`src/rtl/audio_dac_sequencer.sv`:
```
// Stereo DAC playback sequencer: sample-pair FIFO, tick-paced release, click-free gain ramps.
// Define AUDIO_DAC_SEQ_UNDERRUN_CNT_EN to add the saturating underrun_count output.
module audio_dac_sequencer #(
    parameter int unsigned FIFO_DEPTH = 4,
    parameter int unsigned TICK_DIV   = 642,
    parameter int unsigned RAMP_STEP  = 4
) (
    input  logic        clk,
    input  logic        n_reset,
    input  logic        enable,
    input  logic        in_valid,
    output logic        in_ready,
    input  logic [15:0] in_left,
    input  logic [15:0] in_right,
    output logic [15:0] dac_left,
    output logic [15:0] dac_right,
    output logic        dac_n_reset,
    output logic        sample_tick,
    output logic [1:0]  state,
`ifdef AUDIO_DAC_SEQ_UNDERRUN_CNT_EN
    output logic [15:0] underrun_count,
`endif
    output logic        underrun
);

    localparam int unsigned PW = (FIFO_DEPTH > 1) ? $clog2(FIFO_DEPTH) : 1;
    localparam int unsigned CW = $clog2(FIFO_DEPTH + 1);
    localparam int unsigned TW = $clog2(TICK_DIV);

    typedef enum logic [1:0] {
        StIdle    = 2'd0,
        StFadeIn  = 2'd1,
        StRun     = 2'd2,
        StFadeOut = 2'd3
    } state_e;

    state_e         state_q;
    logic [TW-1:0]  tick_cnt_q;
    logic [8:0]     gain_q;
    logic [CW-1:0]  count_q;
    logic [PW-1:0]  wr_ptr_q;
    logic [PW-1:0]  rd_ptr_q;
    logic [15:0]    fifo_l_q [FIFO_DEPTH];
    logic [15:0]    fifo_r_q [FIFO_DEPTH];
    logic [15:0]    cur_l_q;
    logic [15:0]    cur_r_q;
    logic [15:0]    dac_l_q;
    logic [15:0]    dac_r_q;
    logic           dac_upd_q;
    logic           dac_n_reset_q;
    logic           underrun_q;

    logic              tick;
    logic              push;
    logic              pop;
    logic              fifo_empty;
    logic              to_idle;
    logic              urun_hit;
    logic [9:0]        gain_sum;
    logic [8:0]        gain_up;
    logic [8:0]        gain_dn;
    logic signed [25:0] prod_l;
    logic signed [25:0] prod_r;
    logic              unused_prod;

    assign sample_tick = n_reset && (tick_cnt_q == TW'(TICK_DIV - 1));
    assign tick        = sample_tick;
    assign fifo_empty  = (count_q == '0);
    assign in_ready    = n_reset && (count_q != CW'(FIFO_DEPTH));
    // Pushes while idle are acknowledged but dropped so the mixer never stalls.
    assign push        = in_valid && in_ready && (state_q != StIdle);
    assign pop         = tick && (state_q != StIdle) && !fifo_empty;
    assign urun_hit    = tick && fifo_empty && ((state_q == StFadeIn) || (state_q == StRun));

    assign gain_sum = {1'b0, gain_q} + 10'(RAMP_STEP);
    assign gain_up  = (gain_sum >= 10'd256) ? 9'd256 : gain_sum[8:0];
    assign gain_dn  = (gain_q > 9'(RAMP_STEP)) ? (gain_q - 9'(RAMP_STEP)) : 9'd0;
    assign to_idle  = (state_q == StFadeOut) && !enable && tick && (gain_dn == 9'd0);

    // Q15 sample times unsigned Q8 gain; bits [23:8] are the arithmetic >>> 8 result.
    assign prod_l      = 26'($signed(cur_l_q)) * 26'($signed({1'b0, gain_q}));
    assign prod_r      = 26'($signed(cur_r_q)) * 26'($signed({1'b0, gain_q}));
    assign unused_prod = ^{prod_l[25:24], prod_l[7:0], prod_r[25:24], prod_r[7:0]};

    assign state       = state_q;
    assign dac_left    = dac_l_q;
    assign dac_right   = dac_r_q;
    assign dac_n_reset = n_reset && dac_n_reset_q;
    assign underrun    = underrun_q;

    always_ff @(posedge clk) begin
        if (!n_reset) begin
            state_q       <= StIdle;
            tick_cnt_q    <= '0;
            gain_q        <= '0;
            count_q       <= '0;
            wr_ptr_q      <= '0;
            rd_ptr_q      <= '0;
            cur_l_q       <= '0;
            cur_r_q       <= '0;
            dac_l_q       <= 16'h8000;
            dac_r_q       <= 16'h8000;
            dac_upd_q     <= 1'b0;
            dac_n_reset_q <= 1'b0;
            underrun_q    <= 1'b0;
        end else begin
            tick_cnt_q <= tick ? '0 : tick_cnt_q + 1'b1;
            dac_upd_q  <= tick && (state_q != StIdle);

            unique case (state_q)
                StIdle: begin
                    if (enable) begin
                        state_q       <= StFadeIn;
                        dac_n_reset_q <= 1'b1;
                        underrun_q    <= 1'b0;
                    end
                end
                StFadeIn: begin
                    if (!enable) begin
                        state_q <= StFadeOut;
                    end else if (tick) begin
                        gain_q <= gain_up;
                        if (gain_up == 9'd256) state_q <= StRun;
                    end
                end
                StRun: begin
                    if (!enable) state_q <= StFadeOut;
                end
                StFadeOut: begin
                    if (enable) begin
                        state_q <= StFadeIn;
                    end else if (tick) begin
                        gain_q <= gain_dn;
                        if (to_idle) begin
                            state_q       <= StIdle;
                            dac_n_reset_q <= 1'b0;
                        end
                    end
                end
                default: state_q <= StIdle;
            endcase

            if (urun_hit) underrun_q <= 1'b1;

            if (pop) begin
                cur_l_q <= fifo_l_q[rd_ptr_q];
                cur_r_q <= fifo_r_q[rd_ptr_q];
            end

            if ((state_q == StIdle) || to_idle) begin
                count_q  <= '0;
                wr_ptr_q <= '0;
                rd_ptr_q <= '0;
            end else begin
                if (push) begin
                    fifo_l_q[wr_ptr_q] <= in_left;
                    fifo_r_q[wr_ptr_q] <= in_right;
                    wr_ptr_q           <= wr_ptr_q + 1'b1;
                end
                if (pop) rd_ptr_q <= rd_ptr_q + 1'b1;
                count_q <= count_q + CW'(push) - CW'(pop);
            end

            // Midscale is forced on the edge that drops dac_n_reset, so the dump sees 8000h.
            if ((state_q == StIdle) || to_idle) begin
                dac_l_q <= 16'h8000;
                dac_r_q <= 16'h8000;
            end else if (dac_upd_q) begin
                dac_l_q <= prod_l[23:8] ^ 16'h8000;
                dac_r_q <= prod_r[23:8] ^ 16'h8000;
            end
        end
    end

`ifdef AUDIO_DAC_SEQ_UNDERRUN_CNT_EN
    logic [15:0] urun_cnt_q;

    always_ff @(posedge clk) begin
        if (!n_reset) begin
            urun_cnt_q <= '0;
        end else if (urun_hit && (urun_cnt_q != 16'hFFFF)) begin
            urun_cnt_q <= urun_cnt_q + 1'b1;
        end
    end

    assign underrun_count = urun_cnt_q;
`endif

endmodule

```
`config.mk`:
```
export PLATFORM = sky130hd
export DESIGN_NAME = audio_dac_sequencer
export DESIGN_NICKNAME = d
export VERILOG_FILES = /design/src/rtl/audio_dac_sequencer.sv
export SDC_FILE = /design/constraint.sdc
export NUM_CORES = 1
export LEC_CHECK = 0
export CORE_UTILIZATION = 55
export DETAILED_ROUTE_END_ITERATION = 12
export DONT_BUFFER_PORTS = 1
export HOLD_SLACK_MARGIN = 0.15
export PLACE_DENSITY_LB_ADDON = 0.05
export SLEW_MARGIN = 20
export SYNTH_ARGS = -nofsm -noshare
export SYNTH_HDL_FRONTEND = slang
export SYNTH_SLANG_ARGS = --single-unit
```
`constraint.sdc`:
```
create_clock -name clk -period 5.2 [get_ports clk]
set_clock_uncertainty 0.15 [all_clocks]
set_input_delay 0.52 -clock clk [delete_from_list [all_inputs] [get_ports clk]]
set_output_delay 0.52 -clock clk [all_outputs]
set_load 0.01 [all_outputs]
```
Yosys cells after proc, flatten, opt, wreduce, memory -nomap -nowiden

Memories as Yosys holds them, arrays and structs flattened. A register that Yosys moved wholly into a read port is not among the register bits.
Cells that the tools add are included.

Flip-flop bits (word level): 63
Memory bits (writable): 128
Input bits: 36
Memories kept: 2

Memories:

| name     | depth | width | read ports | clocked after Yosys merged registers in | write ports | line | source |
|---|---|---|---|---|---|---|---|
| fifo_l_q | 4     | 16    | 1          | 1                                       | 1           | 43   | `logic [15:0] fifo_l_q [FIFO_DEPTH];` |
| fifo_r_q | 4     | 16    | 1          | 1                                       | 1           | 44   | `logic [15:0] fifo_r_q [FIFO_DEPTH];` |

$add $sub $neg: 7
$mul: 2
Order comparisons: 2
Equality and inequality tests: 17
Mux-type cells: 28
Bitwise gates (word level): 3
Reductions and logical operators: 32

Operators by type and width:

| cell                                                                                 | count |
|---|---|
| 9-bit two-way mux                                                                    | 6 |
| 16-bit by 10-bit multiplier with 24-bit output                                       | 2 |
| 9-bit case mux with 2 select lines                                                   | 1 |
| 2-bit two-way mux                                                                    | 8 |
| 2-bit inequality test, second input constant                                         | 7 |
| 1-bit logical AND                                                                    | 12 |
| 3-bit inequality test, second input constant                                         | 4 |
| 1-bit two-way mux                                                                    | 11 |
| 10-bit by 1-bit adder with 10-bit output, second input constant                      | 1 |
| 9-bit by 3-bit adder with 10-bit output, second input constant                       | 1 |
| 10-bit == test, second input constant                                                | 1 |
| 10-bit by 9-bit greater-or-equal comparator with 1-bit output, second input constant | 1 |
| 5-bit AND reduction                                                                  | 2 |
| 2-bit nonzero test                                                                   | 5 |
| 9-bit == test, second input constant                                                 | 1 |
| 9-bit by 3-bit > comparator with 1-bit output, second input constant                 | 1 |
| 9-bit zero test                                                                      | 1 |
| 9-bit by 3-bit subtractor with 9-bit output, second input constant                   | 1 |
| 2-bit case mux with 4 select lines                                                   | 1 |
| 6-bit AND reduction                                                                  | 1 |
| 2-bit by 1-bit adder with 2-bit output, second input constant                        | 2 |
| 2-bit == test, second input constant                                                 | 2 |
| 1-bit zero test                                                                      | 4 |
| 2-bit OR reduction                                                                   | 2 |
| 10 further kinds                                                                     | 13 |

Longest topological paths before layout

Gate-level depths: netlist (run 1).

Word-level depth: 8
Mapped depth: 22
Depth with buffers taken out: 20

Worst setup path after synthesis (run 1)

Ideal clock, no wire load.

Path type: reg-to-reg
Start point: register gain_q[2]
End point: register dac_l_q[6] (netlist: dac_left[6])
Library setup time: 0.117 ns
Arrival: 5.415 ns
Slack: -0.482 ns
Cell stages (with the launch flop): 23
Period minus slack after synthesis: 5.682 ns
Cells stage by stage: dfxtp_1 > clkbuf_1 > clkbuf_1 > nand2_1 > fa_1 > inv_1 > fa_1 > inv_1 > fa_1 > inv_1 > fa_1 > inv_1 > fa_1 > inv_1 > ha_1 > or2_2 > o31ai_1 > a21o_4 > o21ai_4 > a21oi_4 > nor2b_2 > o311a_1 > a32o_1

Word-level cells in the longest chain between the ends: 6
Elaborated cells between the ends (all ways): 8

RTL lines:

| element                                                                                | line | source |
|---|---|---|
| start, declared                                                                        | 39   | `logic [8:0] gain_q;` |
| start signal, assigned                                                                 | 122  | `gain_q <= gain_up;` |
| start signal, assigned                                                                 | 133  | `gain_q <= gain_dn;` |
| branches (longest 6 deep; another with 16-bit by 10-bit multiplier with 24-bit output) | --   |  |
| end signal, assigned                                                                   | 169  | `dac_l_q <= prod_l[23:8] ^ 16'h8000;` |
| end, declared                                                                          | 47   | `logic [15:0] dac_l_q;` |

Several ways; the timed one is not identified.
A chain may end at the register's enable or synchronous reset.

Worst setup path in the final report (run 1)

Start point: register gain_q[1]
End point: register dac_l_q[6] (netlist: dac_left[6])

The elaborated chain is that of the path after synthesis.

==> results of run 1 <==
## metrics by stage
stage                     setup WS, ns    util  hold slack, ns
after floorplan               0.002329       -          0.2909
after CTS                     -0.02581  0.6466          0.1622
final                         -0.05809  0.6630          0.1754
after global placement         -0.1034  0.6064          0.3092
after detailed placement       -0.1784  0.6064          0.3171
after global routing           -0.2227  0.6630          0.2434
## metal layers
layer  vias to the layer above  wire (um)
met1                      6330      18190
li1                       5880          -
met4                         0       1230
met3                        69       1836
met5                         -          0
met2                       267      21130
## flip-flops by register name, summed over array words and instances (netlist names), 2 cells and up
signal and flops:
fifo_l_q 64, fifo_r_q 64, cur_l_q 16, cur_r_q 16, dac_left 16, dac_right 16, tick_cnt_q 10, gain_q 9
count_q 3, rd_ptr_q 2, state 2, wr_ptr_q 2
## area by class of cell
type | instances | area, um^2
Clock buffer | 32 | 651.9
Timing Repair Buffer | 205 | 1861
Fill cell | 2624 | 10990
Clock inverter | 14 | 168.9
Tap cell | 442 | 553.0
Multi-Input combinational cell | 1164 | 11580
Sequential cell | 223 | 5787
Inverter | 272 | 1021
## final timing paths
kind	end	slack, ns
hold reg to reg	tick_cnt_q[0]	0.32
hold / removal	wr_ptr_q[0]	0.18
setup / recovery	dac_left[6]	-0.06
setup reg to reg	dac_left[6]	-0.06
## placed cells by master (no fill, tap or decap), types with 34 or more instances in the layout
| master | n |
|---|---|
| inv_1 | 261 |
| nand2_1 | 240 |
| fa_1 | 217 |
| buf_4 | 150 |
| and2_1 | 143 |
| edfxtp_1 | 128 |
| ha_1 | 101 |
| dfxtp_1 | 76 |
| nor2_1 | 65 |
| a21oi_1 | 61 |
| dlygate4sd3_1 | 34 |
## timing repair
| item | in CTS | in global routing |
|---|---|---|
| setup endpoints to repair | 17 | 22 |
| gates resized for setup | 24 | 94 |
| gates cloned | 2 | 3 |
| hold buffers | 34 | 0 |
| endpoints found under the hold margin | 143 | 0 |
| pin swaps | 3 | 54 |
| buffers inserted | 5 | 11 |
## power by group through the flow
stage                     clock, mW  combinational (mW)  sequential [mW]
after floorplan                   0               0.193             1.98
after global placement            0               0.259             1.98
after detailed placement          0               0.265             1.98
after CTS                      1.83               0.296             1.94
after global routing           1.89               0.325             1.95
final                          1.79               0.294             1.94
## critical path, cell delays in order (launching register included)
cell	delay, ns
dfxtp_4	0.42
buf_12	0.16
nand2_4	0.05
fa_1	0.56
inv_2	0.04
fa_1	0.51
inv_2	0.04
fa_1	0.52
inv_1	0.05
fa_1	0.49
inv_2	0.04
fa_1	0.49
inv_2	0.04
ha_4	0.21
or3_4	0.34
o31ai_4	0.07
a21o_4	0.15
o21ai_4	0.07
a21oi_4	0.17
nor2b_2	0.07
o311a_1	0.28
a32o_1	0.20
## logic make-up (layout without fill, tap and decap cells)
group / count (synthesis) / in the layout
AND/OR/NAND/NOR: 557 / 557
adder cells (fa/ha/maj): 344 / 344
XOR/XNOR: 53 / 53
buffers and inverters: 369 / 523
flip-flops: 223 / 223
multiplexers: 56 / 56
AO/OA/AOI/OAI: 154 / 154
==> qor.txt, run 1 <==
status - finished with violations
EDFF count, synth - 128
# nets final - 2271
syn_area_per_cell - 10.42 um^2
sequential cell fraction of total power - 0.482
Post-synth ARST share - 0
Pins Over Slew Limit - 0
worst skew pair latency - 0.56 ns
DIE AREA - 0.03401 mm^2
crit-path max FO - 6
share of the synthesized area in the top cell type - 0.2505
clk buf depth - 3
met2 Track Usage GR - 0.4568
Yosys reg bits - 223
H-tree levels - 1
CTS Root Cell - clkbuf_16
Net Switching - 0.9634 mW
gr ovfl total - 0
RSZ-0062 raised after global routing - true
Post-Route Setup TNS - -0.07444 ns
Pint - 3.064 mW
DRC errors left - 0
Routed WL per cell - 18.02 um
top cells by area, synth - fa_1 25%, edfxtp_1 21%, dfxtp_1 10%, ha_1 7.9%, inv_1 5.6%
fmax - 190.2 MHz
Clock power frac - 0.445
vias in the first global route - 13348
Cells on Worst Hold Path - 3
Tmin final - 5.258 ns
combinational share of power - 0.073
setup ws final - -0.05809 ns
max_slew headroom - 0.5560
CP Data Required Time - 5.48 ns
DRT antenna net count - 0
io pins - 74
TritonCTS Sinks - 223
Max-cap violations - 0
Synth Cell Area - 0.01830 mm^2
number of distinct library cells after synthesis - 67
via count - 12546
fraction of layout cells with a size suffix above 1 - 0.1859
Top FF cell, synth - edfxtp_1
ant diodes - 0
placed cell count - 2252
P_leak - 9.887 nW
crit path DAT - 5.54 ns
Yosys top cell by area - fa_1
failing checks - setup timing
final period utilization - 1.011
GPL Wtd Cong - 0.8668
met1 Resource Use GR - 0.3372
Initial Util - 0.5611
hpwl dp - 31310 um
CTS tree - built
CTS Buf Count - 25
DR iter-0 viols - 647
num rows - 66
Seq/Total Area, Yosys - 0.3139
largest family of logic cells by synthesized area - adder cells
Pre-antenna DRT Iters - 5
adder-cell share of the synthesized area - 0.3291
Synth Area in XOR/XNOR - 0.02536
power per cell area - 186.2 mW/mm^2
Vias/cell - 5.334
most numerous cell in the Yosys netlist - inv_1
largest net degree at the start of global routing - 50
CORE AREA - 0.03262 mm^2
mux contribution to synthesized area - 0.05250
Final Hold Vio Count - 0
cells after synthesis - 1756
critical path type - reg2reg
Final Instance Area - 0.02163 mm^2
synth-to-layout area growth - 18.16%
Compound-Gate Fraction of Synth Area - 0.05366
first-pass GRT wire length - 68540 um
CP Launch Point - gain_q[1]
worst slew pin tran - 0.6652 ns
total wire length - 42380 um
peak supply drop - 0.2767 mV
Post-DP Area - 0.01978 mm^2
Startpoint Class - flop
global route hottest layer - met2
initial antenna violation count - 0
Die W - 184.4 um
Synthesized Nets - 2136
height of the die - 184.4 um
Design Power - 4.028 mW
Final Setup Violations - 3
M3 GR Usage - 0.03418
Hold Path Origin - in_valid
Synth Area in Simple Gates - 0.1488
commonest cells in the netlist - 272 x inv_1, 251 x nand2_1, 229 x fa_1, 147 x and2_1, 128 x edfxtp_1
CP Capture Type - flop
Min-Delay Path Class - in2reg
port buffer count - 0
reg2reg path depth - 21
Worst R2R Start - gain_q[1]
final cell count without fillers - 2352
Total GRT Usage - 0.2601
Synth Warn # - 0
switching share of power - 0.2392
Worst-path clk slew - 0.06 ns
(Power assumes the default switching activity.)
==> run 2: changes to the inputs <==
--- a/config.mk
+++ b/config.mk
@@ -10,6 +10,7 @@
 export DONT_BUFFER_PORTS = 1
 export HOLD_SLACK_MARGIN = 0.15
 export PLACE_DENSITY_LB_ADDON = 0.05
+export SKIP_CTS_REPAIR_TIMING = 1
 export SLEW_MARGIN = 20
 export SYNTH_ARGS = -nofsm -noshare
 export SYNTH_HDL_FRONTEND = slang
==> qor.txt, run 2 (synthesis gave the netlist of run 1 again) <==
Pint - 3.064 mW
Worst-path clk slew - 0.06 ns
final period utilization - 1.006
peak supply drop - 0.2744 mV
DIE AREA - 0.03401 mm^2
DRC errors left - 0
critical path type - reg2reg
switching share of power - 0.2385
port buffer count - 0
ant diodes - 0
combinational share of power - 0.073
gr ovfl total - 0
GPL Wtd Cong - 0.8668
TritonCTS Sinks - 223
Tmin final - 5.229 ns
fraction of layout cells with a size suffix above 1 - 0.1854
Die W - 184.4 um
P_leak - 9.789 nW
total wire length - 42040 um
Startpoint Class - flop
Pre-antenna DRT Iters - 5
CP Data Required Time - 5.48 ns
CTS tree - built
first-pass GRT wire length - 66720 um
power per cell area - 186.6 mW/mm^2
Max-cap violations - 0
status - finished with violations
max_slew headroom - 0.5542
via count - 12495
fin util - 0.6611
height of the die - 184.4 um
DRT antenna net count - 0
Post-DP Area - 0.01978 mm^2
Net Switching - 0.9595 mW
Design Power - 4.023 mW
Final Setup Violations - 3
initial antenna violation count - 0
Pins Over Slew Limit - 0
CTS Root Cell - clkbuf_16
setup ws final - -0.02891 ns
largest net degree at the start of global routing - 50
hpwl dp - 31310 um
DR iter-0 viols - 676
CP Capture Type - flop
io pins - 74
fmax - 191.2 MHz
Clock power frac - 0.445
RSZ-0062 raised after global routing - true
CTS Buf Count - 25
crit-path max FO - 11
worst skew pair latency - 0.56 ns
commonest cells after routing, fill and taps aside - 264 x inv_1, 241 x nand2_1, 215 x fa_1, 148 x buf_4, 144 x and2_1
Final Hold Vio Count - 0
Routed WL per cell - 17.88 um
Total GRT Usage - 0.2516
sequential cell fraction of total power - 0.482
vias in the first global route - 13197
synth-to-layout area growth - 17.82%
clk buf depth - 3
num rows - 66
worst slew pin tran - 0.6679 ns
CORE AREA - 0.03262 mm^2
Final Instance Area - 0.02156 mm^2
most common cell after layout, fill and taps aside - inv_1
crit path DAT - 5.51 ns
H-tree levels - 1
Min-Delay Path Class - in2reg
Initial Util - 0.5611
Vias/cell - 5.315
Top Registers - fifo_l_q x64, fifo_r_q x64
# nets final - 2270
failing checks - setup timing
run 2: power by group through the flow:
stage / clock [mW] / sequential (mW) / combinational, mW
after floorplan: 0 / 1.98 / 0.193
after global placement: 0 / 1.98 / 0.259
after detailed placement: 0 / 1.98 / 0.265
after CTS: 1.83 / 1.94 / 0.266
after global routing: 1.89 / 1.95 / 0.325
final: 1.79 / 1.94 / 0.293
run 2: through the flow:
| step | setup TNS, ns | cells | hold WS [ns] | setup WS (ns) |
|---|---|---|---|---|
| after detailed placement | -1.555 | 2252 | 0.3171 | -0.1784 |
| final | -0.06071 | 2351 | 0.1231 | -0.02891 |
| after global routing | -2.228 | 2351 | 0.1500 | -0.2130 |
| after floorplan | 0 | 1756 | 0.2909 | 0.002329 |
| after CTS | -1.833 | 2298 | -0.1209 | -0.1839 |
| after global placement | -0.7211 | 2252 | 0.3092 | -0.1034 |
run 2: critical path, stage by stage, from the launching register on:
cell	delay [ns]
dfxtp_4	0.39
buf_12	0.15
nand2_2	0.07
fa_1	0.56
inv_2	0.04
fa_1	0.50
inv_1	0.05
fa_1	0.52
inv_1	0.05
fa_1	0.49
inv_2	0.04
fa_1	0.49
inv_2	0.04
ha_4	0.21
or3_4	0.34
o31ai_4	0.07
a21o_4	0.15
o21ai_4	0.07
a21oi_4	0.17
nor2b_2	0.07
o311a_1	0.28
a32o_1	0.20
run 2: routing by layer:
layer	GRT usage	vias up	routed length, um
li1	-	5870	-
met1	0.3268	6314	18370
met2	0.4379	251	20750
met3	0.03537	60	1831
met4	0.07267	0	1092
met5	0	-	0
run 2: path summary, 6_finish.rpt:
check | end | startpoint | slack, ns | cells after the start
max reg2reg | dac_left[6] | gain_q[1] | -0.03 | 21
max | dac_left[6] | gain_q[1] | -0.03 | 21
min | state[0] | enable | 0.12 | 2
min reg2reg | tick_cnt_q[0] | tick_cnt_q[0] | 0.33 | 1
run 2: area by class of cell:
class,count,area (um^2)
flip-flops and latches,223,5794
multi-input cells,1164,11540
clock inverters,14,168.9
clock buffers,32,651.9
well taps,442,553.0
repair buffers,204,1831
inverters,272,1021
fillers,2601,11060
==> run 3: changes to the inputs <==
--- a/config.mk
+++ b/config.mk
@@ -5,11 +5,13 @@
 export SDC_FILE = /design/constraint.sdc
 export NUM_CORES = 1
 export LEC_CHECK = 0
+export CAP_MARGIN = 20
 export CORE_UTILIZATION = 55
 export DETAILED_ROUTE_END_ITERATION = 12
 export DONT_BUFFER_PORTS = 1
 export HOLD_SLACK_MARGIN = 0.15
 export PLACE_DENSITY_LB_ADDON = 0.05
+export RECOVER_POWER = 50
 export SKIP_CTS_REPAIR_TIMING = 1
 export SLEW_MARGIN = 20
 export SYNTH_ARGS = -nofsm -noshare
==> constraint.sdc (replaced) <==
create_clock -name clk -period 5.2 [get_ports clk]
set_clock_uncertainty 0.15 [all_clocks]
set_input_delay 0.52 -clock clk [delete_from_list [all_inputs] [get_ports clk]]
set_output_delay 0.52 -clock clk [all_outputs]
set_load 0.02 [all_outputs]
==> qor.txt, run 3 (synthesis gave the netlist of run 1 again) <==
status - finished with violations
failing checks - setup timing
reg2reg path depth - 21
DRT antenna net count - 0
Total GRT Usage - 0.2507
initial antenna violation count - 0
worst skew pair latency - 0.56 ns
worst slew pin tran - 0.9965 ns
synth-to-layout area growth - 16.93%
CTS Root Cell - clkbuf_16
largest net degree at the start of global routing - 50
CTS Buf Count - 25
most numerous cell on the critical path - fa_1
CP max stage delay - 0.52 ns
crit-path max FO - 12
Final Hold Vio Count - 0
Worst R2R Start - gain_q[2]
hpwl dp - 31430 um
Filler Cells Inserted - 2609
combinational share of power - 0.072
WHS - 0.1323 ns
final cell count without fillers - 2349
Critical R2R Capture - dac_left[6]
Clock power frac - 0.447
vias in the first global route - 12909
placed cell count - 2253
H-tree levels - 1
power per cell area - 189.4 mW/mm^2
io pins - 74
Final Setup Violations - 1
Routed WL per cell - 17.71 um
via count - 12503
CP cell instances - buf_12, nand2_2, fa_1, inv_1, fa_1, inv_1, fa_1, inv_1, fa_1, inv_1, fa_1, inv_2, ha_4, or3_4, o31ai_4, a21o_4, o21ai_4, a21oi_4, nor2b_2, o311a_1, a32o_1
GPL Wtd Cong - 0.8621
Tmin final - 5.204 ns
Multi-input gate area - 0.01144 mm^2
setup ws final - -0.004500 ns
CP Capture Type - flop
Pint - 3.074 mW
ant diodes - 0
dpl ws - -0.1672 ns
internal reg-to-reg setup slack - -0.004 ns
max_slew headroom - 0.3335
height of the die - 184.4 um
Critical Path Sink - dac_left[6]
Worst-path clk slew - 0.06 ns
Bufs and invs on worst path - 6
register area - 0.005791 mm^2
Cells on Worst Hold Path - 2
Max-cap violations - 0
M3 GR Usage - 0.03754
Net Switching - 0.9793 mW
first-pass GRT wire length - 65840 um
num rows - 66
peak supply drop - 0.3065 mV
met1 Resource Use GR - 0.3221
critical path type - reg2reg
TritonCTS Sinks - 223
final period utilization - 1.001
most common cell after layout, fill and taps aside - inv_1
critical path's slowest cell - fa_1
port buffer count - 0
crit path DAT - 5.51 ns
Initial Util - 0.5611
CORE AREA - 0.03262 mm^2
Pins Over Slew Limit - 0
CTS tree - built
P_leak - 9.779 nW
Startpoint Class - flop
Top Registers - fifo_l_q x64, fifo_r_q x64
commonest cells after routing, fill and taps aside - 268 x inv_1, 242 x nand2_1, 220 x fa_1, 151 x buf_4, 140 x and2_1
DR iter-0 viols - 623
Die W - 184.4 um
met2 Track Usage GR - 0.4350
clk buf depth - 3
gr ovfl total - 0
global route hottest layer - met2
CP Depth - 21
CP Data Required Time - 5.50 ns
DRC errors left - 0
Min-Delay Path Class - in2reg
fmax - 192.1 MHz
fraction of layout cells with a size suffix above 1 - 0.1772
fin util - 0.6561
Vias/cell - 5.323
switching share of power - 0.2416
CP Launch Point - gain_q[2]
# nets final - 2269
RSZ-0062 raised after global routing - true
sequential cell fraction of total power - 0.480
total wire length - 41590 um
Worst path top cell family by delay - adder cells
Pre-antenna DRT Iters - 5
DIE AREA - 0.03401 mm^2
==> run 3: cell count changes in the layout (fill, tap and decap cells not counted), moves of 3 or more <==
cell      before  now
fa_1         215  220
fa_2          14    9
ha_1         100  105
and2_1       144  140
ha_4          13    9
inv_1        264  268
inv_2          8    4
and2_0         0    3
buf_4        148  151
clkinv_1       3    0
==> run 3: per-layer routing <==
layer | wire length (um) | vias up
met5 | 0 | -
met4 | 1348 | 0
met3 | 1840 | 63
met2 | 20580 | 264
met1 | 17820 | 6283
li1 | - | 5893
==> run 3: area by class of cell <==
class | count | area share
Clock buffer | 30 | 0.03058
Sequential cell | 223 | 0.2706
Clock inverter | 15 | 0.008478
Multi-Input combinational cell | 1164 | 0.5346
Timing Repair Buffer | 203 | 0.08226
Inverter | 272 | 0.04771
Tap cell | 442 | 0.02584
==> run 3: worst reg2reg max path, cell delays in order, from the launching register on <==
cell and delay, ns:
dfxtp_4 0.43, buf_12 0.18, nand2_2 0.08, fa_1 0.50, inv_1 0.05, fa_1 0.49, inv_1 0.05, fa_1 0.52
inv_1 0.05, fa_1 0.47, inv_1 0.05, fa_1 0.48, inv_2 0.04, ha_4 0.21, or3_4 0.34, o31ai_4 0.07
a21o_4 0.15, o21ai_4 0.07, a21oi_4 0.16, nor2b_2 0.06, o311a_1 0.28, a32o_1 0.21
==> run 3: worst min-delay path by stage <==
stage | end | from
floorplan | tick_cnt_q[0] | tick_cnt_q[0]
finish | state[0] | enable
global route | state[0] | enable
CTS | fifo_r_q[0][3] | in_right[3]
global placement | cur_l_q[9] | cur_l_q[9]
detailed placement | cur_l_q[9] | cur_l_q[9]
==> run 3: power by group through the flow <==
stage	clock, mW	combinational, mW	sequential, mW
6_report	1.81	0.293	1.95
2_1_floorplan	0	0.194	1.98
4_1_cts	1.86	0.263	1.95
5_1_grt	1.92	0.321	1.95
3_5_place_dp	0	0.263	1.99
3_3_place_gp	0	0.262	1.99
==> run 3: per-stage QoR <==
| stage | TNS (ns) | power, mW | instance area, um^2 |
|---|---|---|---|
| 2_1_floorplan | 0 | 2.175 | 18480 |
| 3_3_place_gp | -0.6926 | 2.247 | 19790 |
| 3_5_place_dp | -1.376 | 2.251 | 19790 |
| 4_1_cts | -1.537 | 4.073 | 20620 |
| 5_1_grt | -2.459 | 4.191 | 21400 |
| 6_report | -0.004500 | 4.053 | 21400 |
